$ cat config.mk
export PLATFORM = sky130hd
export DESIGN_NAME = vx_barrier_unit_flat
export DESIGN_NICKNAME = d
export VERILOG_FILES = /design/src/rtl/vx_barrier_unit_pkg.sv /design/src/rtl/vx_barrier_unit_if.sv /design/src/rtl/vx_barrier_unit_entry.sv /design/src/rtl/vx_barrier_unit.sv /design/src/flat_wrapper.sv
export SDC_FILE = /design/constraint.sdc
export NUM_CORES = 1
export LEC_CHECK = 0
export BUFFER_PORTS_ARGS = -buffer_cell sky130_fd_sc_hd__buf_2
export CORE_MARGIN = 2
export CORE_UTILIZATION = 33
export DETAILED_ROUTE_END_ITERATION = 7
export GPL_TIMING_DRIVEN = 0
export PLACE_DENSITY = 0.52
export SLEW_MARGIN = 10
export SYNTH_ARGS = -nofsm -noshare
export SYNTH_HDL_FRONTEND = slang
export SYNTH_SLANG_ARGS = --single-unit
$ cat constraint.sdc
create_clock -name clk -period 3.6 [get_ports clk]
set_clock_uncertainty 0.1 [all_clocks]
set_input_delay 0.54 -clock clk [delete_from_list [all_inputs] [get_ports clk]]
set_output_delay 0.54 -clock clk [all_outputs]
set_load 0.01 [all_outputs]
$ cat src/rtl/vx_barrier_unit_pkg.sv
// Shared GPU types for the barrier unit: request and per-barrier state layouts.
// Widths here size the request bus, the interface and every barrier entry.
package vx_barrier_unit_pkg;

   localparam int NUM_WARPS    = 4;
   localparam int NUM_BARRIERS = 4;
   localparam int NW_BITS      = (NUM_WARPS > 1) ? $clog2(NUM_WARPS) : 1;
   localparam int NB_BITS      = (NUM_BARRIERS > 1) ? $clog2(NUM_BARRIERS) : 1;
   // One spare id bit so the execute path can name a barrier that does not exist.
   localparam int BID_BITS     = NB_BITS + 1;

   typedef struct packed {
      logic                valid;
      logic [BID_BITS-1:0] id;
      logic [NW_BITS-1:0]  size_m1;
   } gpu_barrier_t;

   localparam int GPU_BARRIER_BITS = $bits(gpu_barrier_t);

   typedef struct packed {
      logic                 busy;
      logic [NUM_WARPS-1:0] wmask;
      logic [NW_BITS-1:0]   count;
      logic [NW_BITS-1:0]   size_m1;
   } barrier_state_t;

endpackage

`define GPU_BARRIER_STATE_BITS $bits(vx_barrier_unit_pkg::barrier_state_t)

$ cat src/rtl/vx_barrier_unit_if.sv
// Request/response bundle between the GPU-ops execute path and the barrier unit.
interface vx_barrier_unit_if;
   import vx_barrier_unit_pkg::*;

   logic                 req_valid;
   logic [NW_BITS-1:0]   req_wid;
   gpu_barrier_t         req_barrier;
   logic                 req_ready;
   logic [NUM_WARPS-1:0] stall_mask;
   logic                 release_valid;
   logic [NUM_WARPS-1:0] release_wmask;
   logic [NB_BITS-1:0]   release_id;
   logic                 size_err;

   modport master (
      output req_valid, req_wid, req_barrier,
      input  req_ready, stall_mask, release_valid, release_wmask, release_id, size_err
   );

   modport slave (
      input  req_valid, req_wid, req_barrier,
      output req_ready, stall_mask, release_valid, release_wmask, release_id, size_err
   );

endinterface

$ cat src/rtl/vx_barrier_unit_entry.sv
// One barrier: arrival mask, arrival count and latched size, plus completion detect.
// Exposes its next-state mask so the top can register the stall mask without extra lag.
module VX_barrier_entry
   import vx_barrier_unit_pkg::*;
(
   input  logic                 clk,
   input  logic                 reset_n,
   input  logic                 sel_i,
   input  logic [NW_BITS-1:0]   wid_i,
   input  logic [NW_BITS-1:0]   size_m1_i,
   output logic [NUM_WARPS-1:0] wmask_nxt_o,
   output logic                 done_o,
   output logic [NUM_WARPS-1:0] done_wmask_o,
   output logic                 size_err_o
);

   barrier_state_t       state_q, state_d;
   logic [NUM_WARPS-1:0] wbit;
   logic [NW_BITS-1:0]   sz;
   logic                 dup;

   assign wbit = {{(NUM_WARPS-1){1'b0}}, 1'b1} << wid_i;
   assign dup  = |(state_q.wmask & wbit);
   assign sz   = state_q.busy ? state_q.size_m1 : size_m1_i;

   always_comb begin
      state_d      = state_q;
      done_o       = 1'b0;
      done_wmask_o = '0;
      size_err_o   = 1'b0;
      if (sel_i && !dup) begin
         size_err_o = state_q.busy && (size_m1_i != state_q.size_m1);
         if (state_q.count == sz) begin
            done_o        = 1'b1;
            done_wmask_o  = state_q.wmask | wbit;
            state_d.wmask = '0;
            state_d.count = '0;
            state_d.busy  = 1'b0;
         end else begin
            state_d.wmask   = state_q.wmask | wbit;
            state_d.count   = state_q.count + NW_BITS'(1);
            state_d.busy    = 1'b1;
            state_d.size_m1 = sz;
         end
      end
   end

   assign wmask_nxt_o = state_d.wmask;

   always_ff @(posedge clk) begin
      if (!reset_n) state_q <= '0;
      else          state_q <= state_d;
   end

   // A stalled warp cannot issue, so a repeat arrival means an upstream bug.
   always_ff @(posedge clk) begin
      if (reset_n && sel_i) assert (!dup) else $warning("duplicate barrier arrival");
   end

endmodule

$ cat src/rtl/vx_barrier_unit.sv
// Warp barrier tracker: decodes the barrier id, fans out to per-barrier entries,
// and registers the stall mask, release pulse and sticky size-error flag.
module vx_barrier_unit
   import vx_barrier_unit_pkg::*;
(
   input  logic             clk,
   input  logic             reset_n,
   vx_barrier_unit_if.slave bus
);

   logic                                   accept, in_range;
   logic [NUM_BARRIERS-1:0]                sel, done, serr;
   logic [NUM_BARRIERS-1:0][NUM_WARPS-1:0] wmask_nxt, done_wmask;
   logic [NUM_WARPS-1:0]                   stall_d, stall_q, rel_wmask_d, rel_wmask_q;
   logic [NB_BITS-1:0]                     rel_id_d, rel_id_q;
   logic                                   rel_valid_q, size_err_q;

   assign accept   = bus.req_valid && bus.req_barrier.valid;
   assign in_range = bus.req_barrier.id < BID_BITS'(NUM_BARRIERS);

   for (genvar b = 0; b < NUM_BARRIERS; b++) begin : g_entry
      assign sel[b] = accept && in_range && (bus.req_barrier.id == BID_BITS'(b));

      VX_barrier_entry u_entry (
         .clk          (clk),
         .reset_n      (reset_n),
         .sel_i        (sel[b]),
         .wid_i        (bus.req_wid),
         .size_m1_i    (bus.req_barrier.size_m1),
         .wmask_nxt_o  (wmask_nxt[b]),
         .done_o       (done[b]),
         .done_wmask_o (done_wmask[b]),
         .size_err_o   (serr[b])
      );
   end

   // At most one entry is selected per cycle, so OR-merging the release data is safe.
   always_comb begin
      stall_d     = '0;
      rel_wmask_d = '0;
      rel_id_d    = '0;
      for (int b = 0; b < NUM_BARRIERS; b++) begin
         stall_d     = stall_d | wmask_nxt[b];
         rel_wmask_d = rel_wmask_d | done_wmask[b];
         if (done[b]) rel_id_d = NB_BITS'(b);
      end
   end

   always_ff @(posedge clk) begin
      if (!reset_n) begin
         stall_q     <= '0;
         rel_valid_q <= 1'b0;
         rel_wmask_q <= '0;
         rel_id_q    <= '0;
         size_err_q  <= 1'b0;
      end else begin
         stall_q     <= stall_d;
         rel_valid_q <= |done;
         rel_wmask_q <= rel_wmask_d;
         rel_id_q    <= rel_id_d;
         size_err_q  <= size_err_q | (|serr);
      end
   end

   always_ff @(posedge clk) begin
      if (reset_n && accept) assert (in_range) else $warning("barrier id out of range");
   end

   assign bus.req_ready     = 1'b1;
   assign bus.stall_mask    = stall_q;
   assign bus.release_valid = rel_valid_q;
   assign bus.release_wmask = rel_wmask_q;
   assign bus.release_id    = rel_id_q;
   assign bus.size_err      = size_err_q;

endmodule

$ cat src/flat_wrapper.sv
// flat-port wrapper written by rule: the top's interface ports become plain ports
module vx_barrier_unit_flat import vx_barrier_unit_pkg::*;
  (clk, reset_n, bus_req_valid, bus_req_wid, bus_req_barrier, bus_req_ready, bus_stall_mask, bus_release_valid, bus_release_wmask, bus_release_id, bus_size_err);
  vx_barrier_unit_if bus_i ();
  input  logic clk;
  input  logic reset_n;
  input wire logic [$bits(bus_i.req_valid)-1:0] bus_req_valid;
  input wire logic [$bits(bus_i.req_wid)-1:0] bus_req_wid;
  input wire logic [$bits(bus_i.req_barrier)-1:0] bus_req_barrier;
  output wire logic [$bits(bus_i.req_ready)-1:0] bus_req_ready;
  output wire logic [$bits(bus_i.stall_mask)-1:0] bus_stall_mask;
  output wire logic [$bits(bus_i.release_valid)-1:0] bus_release_valid;
  output wire logic [$bits(bus_i.release_wmask)-1:0] bus_release_wmask;
  output wire logic [$bits(bus_i.release_id)-1:0] bus_release_id;
  output wire logic [$bits(bus_i.size_err)-1:0] bus_size_err;
  assign bus_i.req_valid = bus_req_valid;
  assign bus_i.req_wid = bus_req_wid;
  assign bus_i.req_barrier = bus_req_barrier;
  assign bus_req_ready = bus_i.req_ready;
  assign bus_stall_mask = bus_i.stall_mask;
  assign bus_release_valid = bus_i.release_valid;
  assign bus_release_wmask = bus_i.release_wmask;
  assign bus_release_id = bus_i.release_id;
  assign bus_size_err = bus_i.size_err;
  vx_barrier_unit u_core (.clk(clk), .reset_n(reset_n), .bus(bus_i));
endmodule
==> results of run 1 <==
cells in the mapped netlist, types with 2 or more instances:
master	number	area share [%]
a2111oi_4	2	2.3
a22oi_1	5	1.6
buf_2	3	0.63
o21ai_0	24	5.0
a21oi_1	25	5.2
nor3_4	3	2.0
and2_1	2	0.52
o22ai_1	5	1.3
xor2_1	9	3.3
nand3b_1	4	1.3
nand2_1	9	1.4
dfxtp_1	48	40
clkbuf_1	4	0.63
nor3_1	8	1.7
buf_6	5	2.3
nand2b_1	2	0.52
mux2_2	2	0.94
nor2_1	45	7.0
and3_1	2	0.52
a41oi_1	4	1.5
inv_1	3	0.47
xnor2_1	8	2.9
o21a_1	2	0.63
mux2i_1	16	6.7
power by group through the flow:
stage / Combinational (mW) / Sequential (mW) / Clock [mW]
after floorplan: 0.0666 / 0.553 / 0
after global placement: 0.0922 / 0.553 / 0
after detailed placement: 0.0928 / 0.554 / 0
after CTS: 0.0931 / 0.541 / 0.444
after global routing: 0.102 / 0.542 / 0.465
final: 0.0923 / 0.541 / 0.433
per-layer routing:
| metal | up-vias | routed length, um | track usage, % | share of wire, % |
|---|---|---|---|---|
| li1 | 987 | - | - | - |
| met4 | 0 | 95 | 4.61 | 1.7 |
| met3 | 8 | 205 | 2.86 | 3.6 |
| met2 | 41 | 2670 | 26.0 | 47 |
| met1 | 926 | 2760 | 20.8 | 48 |
| met5 | - | 0 | 0 | 0 |
state kept, by name (all words and copies together), names as in the netlist:
register,count
u_core.bus.stall_mask,4
u_core.g_entry.u_entry.state_q,36
u_core.bus.release_valid,1
u_core.bus.release_id,2
u_core.bus.release_wmask,4
u_core.bus.size_err,1
layout make-up:
| type | instances | area [um2] |
|---|---|---|
| timing repair buffer | 19 | 95.1 |
| clock inverter | 1 | 30.0 |
| inverter | 3 | 11.3 |
| fill | 753 | 4390 |
| clock buffer | 7 | 96.3 |
| sequential | 48 | 961 |
| multi-input combinational | 198 | 1330 |
| tap | 99 | 124 |
| buffer | 13 | 93.8 |
path summary, 6_finish.rpt:
kind                                                              to
worst max-delay path                     u_core.bus.release_wmask[0]
worst min-delay path                        u_core.bus.stall_mask[1]
worst max register to register           u_core.bus.release_wmask[1]
worst min register to register  u_core.g_entry[0].u_entry.state_q[3]
stage by stage:
stage	area, um2	instances
2_1_floorplan	2400	262
3_3_place_gp	2620	380
3_5_place_dp	2620	380
4_1_cts	2740	388
5_1_grt	2740	388
6_report	2740	388
cell families (layout without fill, tap and decap cells):
logic type / count (synthesis) / after routing / share of synthesized area [%]
AOI/OAI and AO/OA: 74 / 74 / 19.7
DFF: 48 / 48 / 40.1
buffers and inverters: 16 / 43 / 4.38
other: 1 / 1 / 0.156
xor gates and xnor gates: 17 / 17 / 6.21
and+or+nand+nor: 86 / 86 / 19.8
muxes: 20 / 20 / 9.65
critical path, delay by kind of cell:
kind / cells / cell delay, ns
AO/OA/AOI/OAI: 3 / 1.11
AND/OR/NAND/NOR: 3 / 0.90
buffers and inverters: 1 / 0.11
==> flow_metrics.tcl, run 1 <==
set metrics [dict create \
    dr.pass1.iters 4 \
    drv_slew 0 \
    rr_startpoint "u_core.g_entry[2].u_entry.state_q[5]" \
    synth_area_per_cell_um2 9.15 \
    vias 1962 \
    avgViaCountPerCell 5.06 \
    p_leak_nw 0.998 \
    p_int_uw 816 \
    layout_worst_path_cycle_share_pct 70.7 \
    die_area_um2 7970 \
    cts_buffers 5 \
    nets 299 \
    antenna_found_initial 0 \
    min-delay-start "reset_n" \
    syn_area_um2 2400 \
    min_path_type "in2reg" \
    synth.yosys.warnings 0 \
    start_kind "input port" \
    r2r_cells 5 \
    irDropWorstVdd_v 0.000177 \
    cts_tree "built" \
    powerDensity_nw_per_um2 389 \
    cp_slowest_cell "a2111oi_4" \
    holdWs_ns 0.386 \
    wl_per_cell_um 14.8 \
    worstPathRequired_ns 3.71 \
    max_freq_mhz 393 \
    place_worst_setup_slack_ns 0.742 \
    timing.setup.tns_ns 0 \
    hold_buffers 0 \
    path_clk_slew_ns 0.09 \
    portBuffers 19 \
    synthCells 262 \
    initial_core_util_pct 33.6 \
    worstPathCellList "buf_2 > nand3b_1 > a2111oi_4 > nand2_4 > nor3_4 > a22oi_1 > a41oi_1" \
    final_cell_mix "dfxtp_1 (48), nor2_1 (45), a21oi_1 (25)" \
    grt_max_degree 15 \
    drv_cap 0 \
    final_common_cell "dfxtp_1" \
    ys_seq_elements 48 \
    io_pins 24 \
    cts_resized 0 \
    clock_path_buffers 2 \
    place_congestion 0.894 \
    htreeDepth 2 \
    worst_slew_pin_slew_ns 0.592 \
    cts_root_buf "clkbuf_8" \
    pwr-share-seq_pct 50.7 \
    routed_wirelength_mm 5.73 \
    synthFlopType "dfxtp_1" \
    status "completed" \
    finalSetupViolations 0 \
    rsz0062_at_grt "false" \
    r2r_setup_slack_ns 1.18 \
    whs_path_depth 2 \
    ys_types 46 \
    async_reset_ff_share_pct 0 \
    hold_violations 0 \
    core_area_um2 7140 \
    critPathArrivalTime_ns 2.66 \
    cpPeakStageDelay_ns 0.64 \
    endpoint_kind "flop" \
    seq_area_frac_synth_pct 40.1 \
    antenna_left 0 \
    post-dp-hpwl_mm 4.35 \
    clk_latency_ns 0.30 \
    die_w_um 89.3 \
    rows 31 \
    path_class "in2reg" \
    drtIter0Drc 93 \
    fin_ws_ns 1.05 \
    power_mw 1.07 \
    synth_fp_nets 273 \
    grt_overflow_total 0 \
    area_growth_pct 14.4 \
    grt_first_pass_wirelength_mm 9.40 \
    critical_path_peak_fanout 10 \
    cts_setup_buffers 0 \
    min_period_ns 2.55 \
    power_switching_uw 250 \
    globalRouteTotalUtil_pct 15.7 \
    synth_edf_count 0 \
    p_clk_share_pct 40.6 \
    crit_start "bus_req_barrier[4]" \
    drc_errors 0 \
    die_h_um 89.3 \
    combPwrFrac_pct 8.7 \
    antenna_cells 0 \
    max_slew_margin_pct 60.5 \
    clock-sinks 48 \
    post-route-util_pct 38.4 \
    grt_pass1_vias 1877 \
    drive_gt1_share_pct 18.3 \
    switching_share_pct 23.4 \
]
Power figures use the tool's default switching activity.
==> inputs of run 2 (changes only) <==
--- a/config.mk
+++ b/config.mk
@@ -10,7 +10,7 @@
 export CORE_UTILIZATION = 33
 export DETAILED_ROUTE_END_ITERATION = 7
 export GPL_TIMING_DRIVEN = 0
-export PLACE_DENSITY = 0.52
+export PLACE_DENSITY = 0.53
 export SLEW_MARGIN = 10
 export SYNTH_ARGS = -nofsm -noshare
 export SYNTH_HDL_FRONTEND = slang
==> constraint.sdc (replaced) <==
create_clock -name clk -period 2.3 [get_ports clk]
set_clock_uncertainty 0.1 [all_clocks]
set_input_delay 0.345 -clock clk [delete_from_list [all_inputs] [get_ports clk]]
set_output_delay 0.345 -clock clk [all_outputs]
set_load 0.01 [all_outputs]
==> run 2 against run 1 <==
Effect of this change:
- routed wire length is 1.4% lower
- critical path depth is 1 lower
- combinational power is 60% higher
- first-iteration DRC count is 4.3% lower
- largest cell class unchanged
- core utilization is 1.2 points higher
- sequential power is 57% higher
- via count is 0.97% higher
- worst setup slack worse by 0.95 ns
- largest power group unchanged
==> flow_metrics.tcl, run 2 (synthesis results as in run 1) <==
set metrics [dict create \
    status "completed" \
    crit_family "simple AND/OR/NAND/NOR gates" \
    initial_core_util_pct 33.6 \
    power_switching_uw 402 \
    largest_register "u_core.g_entry.u_entry.state_q" \
    grt_first_pass_wirelength_mm 9.02 \
    cts_root_buf "clkbuf_8" \
    vias 1981 \
    path_class "reg2reg" \
    dpl_cell_area_um2 2620 \
    finalSetupViolations 0 \
    cts_tree "built" \
    antenna_found_initial 0 \
    portBuffers 19 \
    min_path_type "in2reg" \
    irDropWorstVdd_v 0.000370 \
    max_slew_margin_pct 63.1 \
    critPathBufInv 1 \
    max_freq_mhz 454 \
    critPathArrivalTime_ns 2.27 \
    critical_path_peak_fanout 8 \
    powerDensity_nw_per_um2 574 \
    post-dp-hpwl_mm 4.27 \
    grt_max_degree 17 \
    endpoint_kind "flop" \
    cp_slowest_cell "mux4_2" \
    routed_wirelength_mm 5.66 \
    drive_gt1_share_pct 21.4 \
    antenna_left 0 \
    met1Wirelength_mm 2.56 \
    worstPathCellList "mux4_2 > or3_1 > buf_4 > or3_4 > a22oi_2 > a31oi_1" \
    globalRouteTotalUtil_pct 15.0 \
    min-delay-start "reset_n" \
    highest_layer "met4" \
    avgViaCountPerCell 5.03 \
    final_area_um2 2830 \
    drtIter0Drc 89 \
    holdWs_ns 0.198 \
    cts_buffers 5 \
    wl_per_cell_um 14.4 \
    wl_met2_mm 2.81 \
    switching_share_pct 24.7 \
    die_w_um 89.3 \
    clock-sinks 48 \
    rr_startpoint "u_core.g_entry[3].u_entry.state_q[7]" \
    met3_length_um 205 \
    clock_path_buffers 2 \
    pwr-share-seq_pct 52.1 \
    io_pins 24 \
    crit_start "u_core.g_entry[3].u_entry.state_q[7]" \
    grt_pass1_vias 1839 \
    rsz0062_at_grt "false" \
    dp_cells 380 \
    final_common_cell "dfxtp_1" \
    core_area_um2 7140 \
    drv_cap 0 \
    die_h_um 89.3 \
    worst_slew_pin_slew_ns 0.554 \
    timing.setup.tns_ns 0 \
    combPwrFrac_pct 9.1 \
    dr.pass1.iters 4 \
    path_clk_slew_ns 0.10 \
    rows 31 \
    start_kind "flop" \
    die_area_um2 7970 \
    largest_reg_flops 36 \
    p_leak_nw 1.03 \
    drc_errors 0 \
    clk_latency_ns 0.31 \
    antenna_cells 0 \
    instances_no_fill 394 \
    grt_overflow_total 0 \
    p_clk_share_pct 38.8 \
    cpPeakStageDelay_ns 0.48 \
    place_congestion 0.825 \
    min_period_ns 2.20 \
    hold_violations 0 \
    hold_buffers 0 \
    place_worst_setup_slack_ns -0.269 \
    worstPathRequired_ns 2.37 \
    final_cell_mix "dfxtp_1 (47), nor2_1 (45), a21oi_1 (25)" \
    p_int_mw 1.22 \
    htreeDepth 2 \
    area_growth_pct 18.0 \
    drv_slew 0 \
    nets 305 \
    fin_ws_ns 0.0991 \
    layout_worst_path_cycle_share_pct 95.7 \
]
[run 2: area by class of cell]
class,instances,area [um2]
fill,771,4310
multi-input combinational,198,1360
sequential,48,962
timing repair buffer,25,165
tap,99,124
buffer,13,96.3
clock buffer,5,68.8
clock inverter,3,46.3
inverter,3,11.3
[run 2: routing by layer]
metal	vias to the layer above	GRT usage, %
li1	990	-
met1	944	19.2
met2	38	25.5
met3	9	2.95
met4	0	4.48
met5	-	0
[run 2: power by group through the flow]
stage,Sequential (mW),Clock (mW),Combinational [mW]
4_1_cts,0.847,0.652,0.145
2_1_floorplan,0.866,0,0.104
5_1_grt,0.849,0.675,0.164
3_3_place_gp,0.866,0,0.143
6_report,0.847,0.631,0.148
3_5_place_dp,0.867,0,0.144
[run 2: worst paths after layout]
check | endpoint | slack, ns | cells after the start
hold reg to reg | u_core.g_entry[0].u_entry.state_q[3] | 0.39 | 2
setup / recovery | u_core.bus.stall_mask[3] | 0.1 | 6
hold / removal | u_core.bus.stall_mask[1] | 0.20 | 2
setup reg to reg | u_core.bus.stall_mask[3] | 0.1 | 6
[run 2: worst register-to-register path: cells and delay by family, from the launching register on]
kind / cells / cell delay (ns)
AND/OR/NAND/NOR: 2 / 0.69
multiplexers: 1 / 0.48
flip-flops: 1 / 0.36
AO/OA/AOI/OAI: 2 / 0.25
buffers and inverters: 1 / 0.18
[run 2: timing repair]
action                                  4_1_cts  5_1_grt
buffers inserted                              0        6
endpoints found under the setup margin       13       22
gates resized for setup                       1        7
pin swaps                                     0        5
[run 2: metrics by stage]
step	power (mW)	utilization, %
detailed placement	1.01	36.7
global placement	1.01	36.7
finish	1.63	39.7
CTS	1.64	38.4
floorplan	0.971	-
global route	1.69	39.7
